File: config.mk
export PLATFORM = sky130hd
export DESIGN_NAME = exu_load_swc_unit
export DESIGN_NICKNAME = d
export VERILOG_FILES = /design/src/rtl/exu_load_swc_unit.sv
export SDC_FILE = /design/constraint.sdc
export NUM_CORES = 1
export LEC_CHECK = 0
export BUFFER_PORTS_ARGS = -buffer_cell sky130_fd_sc_hd__buf_2
export CAP_MARGIN = 25
export CORE_MARGIN = 1.5
export CORE_UTILIZATION = 26
export DETAILED_ROUTE_END_ITERATION = 7
export PLACE_DENSITY_LB_ADDON = 0.25
export SYNTH_ARGS = -nofsm -noshare
export SYNTH_HDL_FRONTEND = slang
export SYNTH_SLANG_ARGS = --single-unit
export TNS_END_PERCENT = 20
File: constraint.sdc
create_clock -name hclk -period 1.8 [get_ports hclk]
set_input_delay 0.27 -clock hclk [delete_from_list [all_inputs] [get_ports hclk]]
set_output_delay 0.27 -clock hclk [all_outputs]
set_load 0.05 [all_outputs]
File: src/rtl/exu_load_swc_unit.sv
// Load-instruction execute slice: reads rs1 during the EX phase (cycle_cnt==2)
// and registers a one-cycle load request for the memory access unit.
// Optional build macro: EXU_LOAD_MISALIGN_CHK_EN adds exu_load_misalign and
// suppresses exu_load_en for misaligned halfword/word accesses.
module exu_load_swc_unit (
  input  logic        hclk,
  input  logic        hrstn,
  input  logic [3:0]  cycle_cnt,
  input  logic        ifu_dec_stall,
  input  logic        dec_load_en,
  input  logic        dec_lb,
  input  logic        dec_lh,
  input  logic        dec_lw,
  input  logic        dec_lbu,
  input  logic        dec_lhu,
  input  logic [11:0] dec_imm_type_i,
  input  logic [4:0]  dec_rd,
  input  logic [4:0]  dec_rs1,
  output logic [4:0]  reg_raddr_1,
  output logic        reg_ren_1,
  input  logic [31:0] reg_rdata_1,
  output logic [4:0]  exu_load_rd,
  output logic [31:0] exu_load_base_addr,
  output logic [31:0] exu_load_offset,
  output logic        exu_load_sext,
  output logic [1:0]  exu_load_size,
  output logic        exu_load_en
`ifdef EXU_LOAD_MISALIGN_CHK_EN
  ,
  output logic        exu_load_misalign
`endif
);

  localparam int unsigned XLEN   = 32;
  localparam int unsigned REG_AW = 5;
  localparam int unsigned IMM_W  = 12;
  localparam int unsigned TYPE_N = 5;

  localparam logic [1:0] SIZE_BYTE = 2'b00;
  localparam logic [1:0] SIZE_HALF = 2'b01;
  localparam logic [1:0] SIZE_WORD = 2'b10;

  logic [REG_AW-1:0] rd_q,     rd_d;
  logic [XLEN-1:0]   base_q,   base_d;
  logic [XLEN-1:0]   offset_q, offset_d;
  logic              sext_q,   sext_d;
  logic [1:0]        size_q,   size_d;
  logic              en_q,     en_d;

  logic [TYPE_N-1:0] type_vec;
  logic              type_valid;
  logic              rd_req;
  logic              issue;
  logic [XLEN-1:0]   offset_ext;
  logic [1:0]        size_sel;
  logic              misalign;

`ifdef EXU_LOAD_MISALIGN_CHK_EN
  logic              misalign_q, misalign_d;
  logic [1:0]        addr_lo;
`endif

  // Issue qualification: EX phase, not stalled, exactly one load type flag set
  always_comb begin
    type_vec   = {dec_lb, dec_lh, dec_lw, dec_lbu, dec_lhu};
    type_valid = (type_vec != '0) &&
                 ((type_vec & (type_vec - TYPE_N'(1))) == '0);
    rd_req     = dec_load_en && (cycle_cnt == 4'd2) && !ifu_dec_stall;
    issue      = rd_req && type_valid;
    offset_ext = {{(XLEN-IMM_W){dec_imm_type_i[IMM_W-1]}}, dec_imm_type_i};
    if (dec_lw) begin
      size_sel = SIZE_WORD;
    end else if (dec_lh || dec_lhu) begin
      size_sel = SIZE_HALF;
    end else begin
      size_sel = SIZE_BYTE;
    end
  end

  // Regfile read port is driven straight from the decode/phase inputs
  always_comb begin
    reg_ren_1   = rd_req;
    reg_raddr_1 = rd_req ? dec_rs1 : REG_AW'(0);
  end

`ifdef EXU_LOAD_MISALIGN_CHK_EN
  // Only the two low address bits matter for alignment
  always_comb begin
    addr_lo  = reg_rdata_1[1:0] + offset_ext[1:0];
    misalign = ((size_sel == SIZE_HALF) && addr_lo[0]) ||
               ((size_sel == SIZE_WORD) && (addr_lo != 2'b00));
  end
`else
  assign misalign = 1'b0;
`endif

  // Request capture: fields hold between requests, strobe is a single pulse
  always_comb begin
    rd_d     = rd_q;
    base_d   = base_q;
    offset_d = offset_q;
    sext_d   = sext_q;
    size_d   = size_q;
    en_d     = 1'b0;
`ifdef EXU_LOAD_MISALIGN_CHK_EN
    misalign_d = 1'b0;
`endif
    if (issue) begin
      rd_d     = dec_rd;
      base_d   = reg_rdata_1;
      offset_d = offset_ext;
      sext_d   = dec_lb || dec_lh;
      size_d   = size_sel;
      en_d     = !misalign;
`ifdef EXU_LOAD_MISALIGN_CHK_EN
      misalign_d = misalign;
`endif
    end
  end

  // Request registers, cleared asynchronously
  always_ff @(posedge hclk or posedge hrstn) begin
    if (hrstn) begin
      rd_q     <= '0;
      base_q   <= '0;
      offset_q <= '0;
      sext_q   <= 1'b0;
      size_q   <= SIZE_BYTE;
      en_q     <= 1'b0;
`ifdef EXU_LOAD_MISALIGN_CHK_EN
      misalign_q <= 1'b0;
`endif
    end else begin
      rd_q     <= rd_d;
      base_q   <= base_d;
      offset_q <= offset_d;
      sext_q   <= sext_d;
      size_q   <= size_d;
      en_q     <= en_d;
`ifdef EXU_LOAD_MISALIGN_CHK_EN
      misalign_q <= misalign_d;
`endif
    end
  end

  assign exu_load_rd        = rd_q;
  assign exu_load_base_addr = base_q;
  assign exu_load_offset    = offset_q;
  assign exu_load_sext      = sext_q;
  assign exu_load_size      = size_q;
  assign exu_load_en        = en_q;
`ifdef EXU_LOAD_MISALIGN_CHK_EN
  assign exu_load_misalign  = misalign_q;
`endif

endmodule

==> results of run 1 <==
final timing paths:
kind                                     start                     end  slack (ns)  depth (start not counted)
min reg2reg                     exu_load_rd[3]          exu_load_rd[3]        0.50                          1
max reg2reg                exu_load_offset[11]     exu_load_offset[11]        0.81                          1
max                              ifu_dec_stall          reg_raddr_1[0]         0.1                          7
min                                      hrstn      exu_load_offset[9]        0.01                          2
max in group asynchronous                hrstn  exu_load_base_addr[13]        1.23                          3
min in group hclk                    dec_rd[3]          exu_load_rd[3]        0.19                          2
cells in the final DEF (no fill, tap or decap), drive strengths merged, types with 2 or more instances in the layout:
cell,instances
dfrtp,53
clkinv,2
clkbuf,11
nor2b,2
xor2,2
mux2,50
nor2,5
o21ai,4
buf,145
and2,5
per-stage QoR:
stage               setup WS [ns]  instances  hold WS [ns]  power (mW)
floorplan                  0.0786        159         0.405        1.93
global placement           0.0242        412         0.370        2.10
detailed placement         0.0181        412         0.382        2.10
CTS                        0.0230        420        0.0266        2.78
global route              -0.0124        420        0.0544        2.87
finish                     0.0971        420        0.0138        2.72
Yosys cell counts:
cell,n,area [um^2]
nand2_1,1,3.75
nor2b_1,2,12.5
inv_1,2,7.51
o211ai_1,1,7.51
o31ai_1,1,7.51
buf_4,20,150
a211oi_1,1,7.51
o21ai_1,1,5.00
a21oi_4,1,16.3
mux2_1,1,11.3
o41ai_1,1,8.76
buf_6,5,56.3
buf_2,1,5.00
o21ai_0,3,15.0
nor4b_1,1,8.76
dfrtp_1,53,1330
mux2_4,49,736
nor3_1,1,5.00
nor2_1,5,18.8
and2_1,5,31.3
nand3b_1,1,7.51
a41oi_1,1,8.76
xor2_1,2,17.5
cell families (layout without fill, tap and decap cells):
logic type      count (synthesis)  count (layout)  synth area share (%)
buf+inv                        28             160                  8.85
simple gates                   16              16                  3.54
compound gates                 10              10                  3.09
flops                          53              53                  53.6
mux                            50              50                  30.2
xor+xnor                        2               2                 0.708
sequential cells by signal, summed over array words and instances, names as in the netlist:
register / flops
exu_load_sext: 1
exu_load_base_addr: 32
exu_load_rd: 5
exu_load_offset: 12
exu_load_size: 2
exu_load_en: 1
cell type report:
cell class,instances,area [um^2],share of cell area (%)
Sequential cell,53,1330,39.8
Multi-Input combinational cell,78,941,28.2
Timing Repair Buffer,150,813,24.4
Tap cell,129,161,4.84
Clock buffer,6,72.6,2.18
Inverter,2,11.3,0.338
Clock inverter,2,10.0,0.300
routing by layer:
metal  wire length, um  up-vias  share of wire [%]  GRT usage (%)
li1                  -      785                  -              -
met1              2110      818                 43           12.3
met2              2400       95                 49           15.4
met3               373        2                7.6           2.77
met4                18        0               0.37           2.93
met5                 0        -                  0              0
power groups by stage:
stage / combinational (mW) / clock, mW / sequential, mW
final: 0.759 / 0.648 / 1.32
after global routing: 0.798 / 0.744 / 1.33
after CTS: 0.766 / 0.701 / 1.32
after detailed placement: 0.766 / 0 / 1.34
after global placement: 0.763 / 0 / 1.34
after floorplan: 0.312 / 0 / 1.62
what timing repair did:
item,4_1_cts,5_1_grt
setup endpoints to repair,0,5
endpoints found under the hold margin,0,0
gates resized for setup,0,6
hold buffers,0,0
==> results.py, run 1 <==
metrics = {
    "outcome": {
        "run_status": "finished, final reports clean",
    },
    "detailed_routing": {
        "dr.pass1.iters": 4,
        "wl_per_cell_um": 11.7,
        "num_vias": 1700,
        "drtIter0Drc": 32,
        "ant_nets": 0,
        "drc": 0,
        "routed_wl_mm": 4.90,
        "viasPerCell": 4.05,
    },
    "final_layout": {
        "fin_util_pct": 36.1,
        "drive_gt1_share_pct": 73.9,
        "fin_nets": 357,
        "antenna_cells": 0,
        "fill_cells": 919,
        "area_growth_pct": 34.9,
        "postLayoutCellArea_um2": 3340,
    },
    "sta": {
        "skew_ns": 0,
        "setup_viol": 0,
        "slew_headroom_pct": 61.8,
        "post-route-min-period_ns": 1.70,
        "fmax_mhz": 587,
        "tightest_slew_ns": 0.572,
        "drv_slew": 0,
        "fin_tns_setup_ns": 0,
        "fin_crit_sh_pct": 94.6,
        "hold_viol_final": 0,
    },
    "clocking": {
        "clk_pin_slew_worst_paths_ns": 0.09,
        "htree_levels": 2,
        "clk_latency_ns": 0.30,
        "clockBufferDepth": 2,
        "cts_tree": "done",
        "post_cts_buffers": 0,
        "clock-sinks": 53,
        "numCtsBuffers": 5,
        "cts_root_buf": "clkbuf_8",
    },
    "worst_setup_path": {
        "cp-end-kind": "primary output",
        "cp_max_fo": 7,
        "crit_buf_inv": 4,
        "path_cells": "buf_2, nor4b_2, nand3b_1, buf_4, clkinvlp_4, and2_2, clkbuf_4",
        "slowest_delay_ns": 0.25,
        "cp-start-kind": "primary input",
        "crit_required_ns": 1.53,
        "critical_path_class": "in -> out",
        "path_delay_family": "buffers and inverters",
        "worst_ep_arrival_time_ns": 1.43,
        "critPathSlowestCell": "nor4b_2",
    },
    "die": {
        "initial_utilization_pct": 26.8,
        "die-height_um": 101,
        "rows": 35,
        "die_width_um": 101,
        "core_area_um2": 9240,
        "io-pin-count": 146,
        "dieArea_um2": 10100,
    },
    "global_route": {
        "antenna_found_initial": 0,
        "gr-usage-all-layers_pct": 9.50,
        "grt.overflow.total": 0,
        "grt_pass1_wl_mm": 7.50,
        "grt_max_degree": 32,
        "grt_pass1_vias": 1576,
    },
    "logic_synthesis": {
        "synth_seq_area_share_pct": 53.6,
        "synthCells": 159,
        "yosysUniqueCellTypes": 23,
        "ys_ff_latch": 53,
        "ys_warn_count": 0,
        "synth.cell_area_um2": 2470,
        "syn_nets": 226,
        "synth.avg_cell_area_um2": 15.6,
    },
    "placed_design": {
        "port_buffers": 145,
        "place.gp.congestion": 0.794,
        "dp_hpwl_mm": 3.64,
        "place_area_um2": 3230,
    },
    "power_and_ir_drop": {
        "seqPwrFrac_pct": 48.3,
        "p_int_mw": 1.78,
        "comb_power_share_pct": 27.9,
        "p_leak_nw": 1.87,
        "powerDensity_nw_per_um2": 816,
        "p_clk_share_pct": 23.8,
        "irDropWorstVdd_mv": 0.227,
        "p_sw_share_pct": 34.8,
        "p_switching_mw": 0.947,
    },
    "job": {
        "maxCapViolCount": 0,
    },
    "min_path": {
        "holdCritPathClass": "in -> async",
    },
}
(Power assumes the default switching activity.)
==> inputs of run 2 (changes only) <==
--- a/config.mk
+++ b/config.mk
@@ -6,11 +6,12 @@
 export NUM_CORES = 1
 export LEC_CHECK = 0
 export BUFFER_PORTS_ARGS = -buffer_cell sky130_fd_sc_hd__buf_2
-export CAP_MARGIN = 25
+export CAP_MARGIN = 20
 export CORE_MARGIN = 1.5
 export CORE_UTILIZATION = 26
 export DETAILED_ROUTE_END_ITERATION = 7
 export PLACE_DENSITY_LB_ADDON = 0.25
+export RECOVER_POWER = 50
 export SYNTH_ARGS = -nofsm -noshare
 export SYNTH_HDL_FRONTEND = slang
 export SYNTH_SLANG_ARGS = --single-unit
==> constraint.sdc (replaced) <==
create_clock -name hclk -period 1.9 [get_ports hclk]
set_input_delay 0.285 -clock hclk [delete_from_list [all_inputs] [get_ports hclk]]
set_output_delay 0.285 -clock hclk [all_outputs]
set_load 0.05 [all_outputs]
==> run 2 against run 1 <==
  * Clock skew is the same
  * Final area shrank 2.6%
  * Via count grew 0.65%
  * Flip-flop and latch count is the same
  * Global-route usage grew 0.58 points
  * Sequential power shrank 5%
  * Count of clock-buffer cells in the layout is the same
  * Clock power is essentially flat
  * Critical path depth shrank 1
  * Hold slack gained 0.19 ns
  * Critical path type unchanged
  * Largest power group unchanged
  * Highest routed layer unchanged
==> results.py, run 2 (same netlist as run 1, synthesis figures left out) <==
metrics = {
    "power_and_ir_drop": {
        "irDropWorstVdd_mv": 0.286,
        "power.total_mw": 2.60,
        "p_leak_nw": 1.71,
        "powerDensity_nw_per_um2": 799,
    },
    "worst_setup_path": {
        "crit_path_start": "ifu_dec_stall",
        "crit_required_ns": 1.62,
        "cp-endpoint": "reg_raddr_1[0]",
        "cp-end-kind": "primary output",
        "rrSetupSlack_ns": 0.92,
        "r2r_start": "exu_load_offset[11]",
        "worst_ep_arrival_time_ns": 1.48,
        "critical_path_class": "in -> out",
        "timing.rr.end": "exu_load_offset[11]",
        "cp_max_fo": 7,
        "cp-start-kind": "primary input",
        "worst-r2r-cell-count": 1,
    },
    "detailed_routing": {
        "dr.pass1.iters": 4,
        "drc": 0,
        "viasPerCell": 4.07,
        "routed_wl_mm": 5.15,
        "wl_per_cell_um": 12.3,
        "drtIter0Drc": 38,
        "num_vias": 1711,
        "ant_nets": 0,
    },
    "sta": {
        "drv_slew": 0,
        "hold_ws_ns": 0.201,
        "tightest_slew_ns": 0.935,
        "setup_ws_ns": 0.136,
        "rsz0062_at_grt": "false",
        "setup_viol": 0,
        "slew_headroom_pct": 37.6,
        "post-route-min-period_ns": 1.76,
        "fin_crit_sh_pct": 92.8,
        "hold_viol_final": 0,
        "fmax_mhz": 567,
        "skew_ns": 0,
        "fin_tns_setup_ns": 0,
    },
    "clocking": {
        "clock-sinks": 53,
        "cts-resized-gates": 0,
        "htree_levels": 2,
        "cts_hold_buf": 1,
        "numCtsBuffers": 5,
        "cts_root_buf": "clkbuf_8",
        "clk_latency_ns": 0.30,
        "clockBufferDepth": 2,
        "clk_pin_slew_worst_paths_ns": 0.10,
        "post_cts_buffers": 0,
        "cts_tree": "done",
    },
    "die": {
        "rows": 35,
        "core_area_um2": 9240,
        "initial_utilization_pct": 26.8,
        "dieArea_um2": 10100,
        "die_width_um": 101,
        "die-height_um": 101,
        "io-pin-count": 146,
    },
    "final_layout": {
        "final_common_cell": "buf_2",
        "antenna_cells": 0,
        "final_cell_mix": "buf_2, dfrtp_1, mux2_4",
        "largest_reg_flops": 32,
        "finalNonFillerCells": 420,
        "area_growth_pct": 31.4,
        "fin_nets": 357,
        "drive_gt1_share_pct": 58.1,
    },
    "outcome": {
        "run_status": "finished, final reports clean",
    },
    "global_route": {
        "antenna_found_initial": 0,
        "grt_pass1_vias": 1602,
        "grt_max_degree": 38,
        "grt.overflow.total": 0,
        "gr-usage-all-layers_pct": 10.1,
        "grt_pass1_wl_mm": 7.82,
    },
    "placed_design": {
        "dp_hpwl_mm": 3.71,
        "placed_cells": 411,
        "port_buffers": 145,
        "place.gp.congestion": 0.816,
        "place_ws_ns": -0.0192,
    },
    "job": {
        "maxCapViolCount": 0,
    },
    "min_path": {
        "holdCritPathClass": "in -> reg",
        "holdPathStages": 2,
    },
}
run 2: cell types whose count changed in the layout (fill, tap and decap cells not counted), sizes merged:
cell / before / now
inv: 1 / 2
buf: 145 / 110
dlygate4sd3: 0 / 1
clkinv: 2 / 0
clkinvlp: 1 / 2
clkbuf: 11 / 45
run 2: routing by layer:
metal,up-vias,wire length [um],track usage [%]
met5,-,0,0
met4,0,121,4.55
met3,10,403,2.98
met2,104,2370,16.2
met1,810,2260,12.5
li1,787,-,-
run 2: metrics by stage:
stage / util [%] / cell area (um^2)
6_report: 35.2 / 3250
4_1_cts: 35.7 / 3300
3_5_place_dp: 34.7 / 3210
2_1_floorplan: - / 2470
3_3_place_gp: 34.7 / 3210
5_1_grt: 35.2 / 3250
run 2: critical path, stage by stage:
cell      delay [ns]
buf_2           0.10
nor4b_1         0.30
nand3b_1        0.20
inv_1           0.19
and2_2          0.16
buf_2           0.25
run 2: cell type report:
| class | count | area (um^2) |
|---|---|---|
| well taps | 129 | 161 |
| flip-flops and latches | 53 | 1330 |
| multi-input cells | 78 | 930 |
| inverters | 2 | 7.51 |
| fillers | 953 | 5990 |
| clock inverters | 2 | 15.0 |
| clock buffers | 6 | 72.6 |
| repair buffers | 150 | 738 |
run 2: report_power, final:
group	leakage [nW]	switching [mW]	total [mW]	internal (mW)
combinational	0.946	0.496	0.704	0.209
clock	0.0374	0.384	0.645	0.261
sequential	0.728	0.0455	1.25	1.20
run 2: worst min-delay path by stage:
stage,startpoint,to
2_1_floorplan,dec_rd[3],exu_load_rd[3]
3_3_place_gp,hrstn,exu_load_offset[4]
3_5_place_dp,hrstn,exu_load_offset[4]
4_1_cts,reg_rdata_1[0],exu_load_base_addr[0]
5_1_grt,dec_imm_type_i[2],exu_load_offset[2]
6_report,reg_rdata_1[16],exu_load_base_addr[16]
==> inputs of run 3 (changes only) <==
--- a/config.mk
+++ b/config.mk
@@ -7,6 +7,7 @@
 export LEC_CHECK = 0
 export BUFFER_PORTS_ARGS = -buffer_cell sky130_fd_sc_hd__buf_2
 export CAP_MARGIN = 20
+export CORE_ASPECT_RATIO = 1.1
 export CORE_MARGIN = 1.5
 export CORE_UTILIZATION = 26
 export DETAILED_ROUTE_END_ITERATION = 7
==> run 3 against run 2 <==
  * Combinational power down 1%
  * Worst setup slack better by 0.038 ns
  * Highest routed layer unchanged
  * Flip-flop and latch count unchanged
  * Sequential share of layout area up 0.30 points
  * Critical path type unchanged
  * Clock power down 6.2%
  * Final area down 0.73%
  * Critical path depth unchanged
  * Largest power group unchanged
  * Routed wire length down 0.27%
  * Count of clock-buffer cells in the layout up 2
==> results.py, run 3 (same netlist as run 1, synthesis figures left out) <==
metrics = {
    "worst_setup_path": {
        "critical_path_class": "in -> out",
        "cp-end-kind": "primary output",
        "crit_required_ns": 1.62,
        "cp-start-kind": "primary input",
        "critPathSlowestCell": "nor4b_1",
        "path_delay_family": "simple AND/OR/NAND/NOR gates",
        "crit_buf_inv": 3,
        "cp_max_fo": 7,
        "worst_ep_arrival_time_ns": 1.44,
        "path_cells": "buf_2, nor4b_1, nand3b_1, inv_2, and2_2, buf_2",
        "slowest_delay_ns": 0.30,
        "cpMostUsedCell": "buf_2",
    },
    "sta": {
        "rsz0062_at_grt": "false",
        "drv_slew": 0,
        "fin_tns_setup_ns": 0,
        "fin_crit_sh_pct": 90.8,
        "slew_headroom_pct": 42.8,
        "hold_viol_final": 0,
        "fmax_mhz": 579,
        "setup_viol": 0,
        "skew_ns": 0,
        "post-route-min-period_ns": 1.73,
        "tightest_slew_ns": 0.857,
    },
    "clocking": {
        "post_cts_buffers": 0,
        "cts_tree": "done",
        "numCtsBuffers": 5,
        "clk_latency_ns": 0.29,
        "clockBufferDepth": 2,
        "clk_pin_slew_worst_paths_ns": 0.09,
        "htree_levels": 2,
        "cts_root_buf": "clkbuf_8",
        "cts_hold_buf": 0,
        "clock-sinks": 53,
    },
    "final_layout": {
        "final_cell_mix": "buf_2, dfrtp_1, mux2_4",
        "fin_nets": 357,
        "final_common_cell": "buf_2",
        "area_growth_pct": 30.5,
        "drive_gt1_share_pct": 57.7,
        "fill_cells": 942,
        "fin_util_pct": 34.7,
        "multi_input_area_um2": 930,
        "regArea_um2": 1330,
        "largest_reg_flops": 32,
    },
    "detailed_routing": {
        "routed_wl_mm": 5.13,
        "wl_met3_um": 473,
        "drc": 0,
        "highest_layer": "met4",
        "num_vias": 1704,
        "wl_per_cell_um": 12.6,
        "drt-met1-wl_mm": 2.17,
        "dr.pass1.iters": 4,
        "drtIter0Drc": 27,
        "viasPerCell": 4.17,
        "ant_nets": 0,
        "wl_met2_mm": 2.45,
    },
    "die": {
        "dieArea_um2": 10100,
        "core_area_um2": 9310,
        "initial_utilization_pct": 26.6,
        "die_width_um": 96,
        "io-pin-count": 146,
        "die-height_um": 105,
        "rows": 37,
    },
    "job": {
        "maxCapViolCount": 0,
    },
    "power_and_ir_drop": {
        "p_leak_nw": 1.70,
        "powerDensity_nw_per_um2": 791,
        "irDropWorstVdd_mv": 0.284,
    },
    "placed_design": {
        "dp_hpwl_mm": 3.90,
        "place.gp.congestion": 0.689,
        "port_buffers": 145,
    },
    "min_path": {
        "holdCritPathClass": "in -> async",
    },
    "outcome": {
        "run_status": "finished, final reports clean",
    },
    "global_route": {
        "grt_max_degree": 27,
        "gr-usage-all-layers_pct": 10.4,
        "grt.overflow.total": 0,
        "grt_pass1_vias": 1714,
        "antenna_found_initial": 1,
        "grt_pass1_wl_mm": 8.20,
    },
}
[run 3: timing repair]
item | CTS | global route
setup endpoints to repair | 0 | 1
hold endpoints to repair | 0 | 0
resized for setup | 0 | 1
[run 3: final cells by class]
cell class | instances | share of cell area [%]
inverter | 2 | 0.233
antenna | 1 | 0.0775
timing repair buffer | 150 | 22.8
sequential | 53 | 41.1
multi-input combinational | 78 | 28.8
clock buffer | 8 | 2.48
tap | 117 | 4.54
[run 3: where the power goes]
group	internal [mW]	total (mW)	switching, mW
Combinational	0.204	0.696	0.492
Sequential	1.20	1.25	0.0483
Clock	0.263	0.605	0.342
Total	1.67	2.55	0.883
[run 3: routing by layer]
layer	track usage, %	vias to the layer above
li1	-	787
met4	3.15	0
met5	0	-
met1	13.0	826
met2	16.6	87
met3	3.75	4
[run 3: final timing paths]
kind | from | endpoint | slack, ns | cells past startpoint
setup / recovery | ifu_dec_stall | reg_raddr_1[0] | 0.17 | 6
hold / removal | hrstn | exu_load_rd[3] | 0.15 | 2
setup reg to reg | exu_load_offset[11] | exu_load_offset[11] | 0.92 | 1
hold reg to reg | exu_load_rd[3] | exu_load_rd[3] | 0.50 | 1
max in group asynchronous | hrstn | exu_load_base_addr[24] | 0.50 | 3
min in group hclk | dec_rd[3] | exu_load_rd[3] | 0.19 | 2
[run 3: metrics by stage]
step	power, mW	hold slack [ns]	cell area, um^2	instances	setup WS (ns)
2_1_floorplan	1.83	0.420	2470	159	-0.0879
3_3_place_gp	1.99	0.343	3200	400	0.112
3_5_place_dp	1.99	0.338	3200	400	0.0488
4_1_cts	2.62	0.00129	3280	408	0.0793
5_1_grt	2.71	0.178	3220	408	0.0554
6_report	2.55	0.154	3230	409	0.174
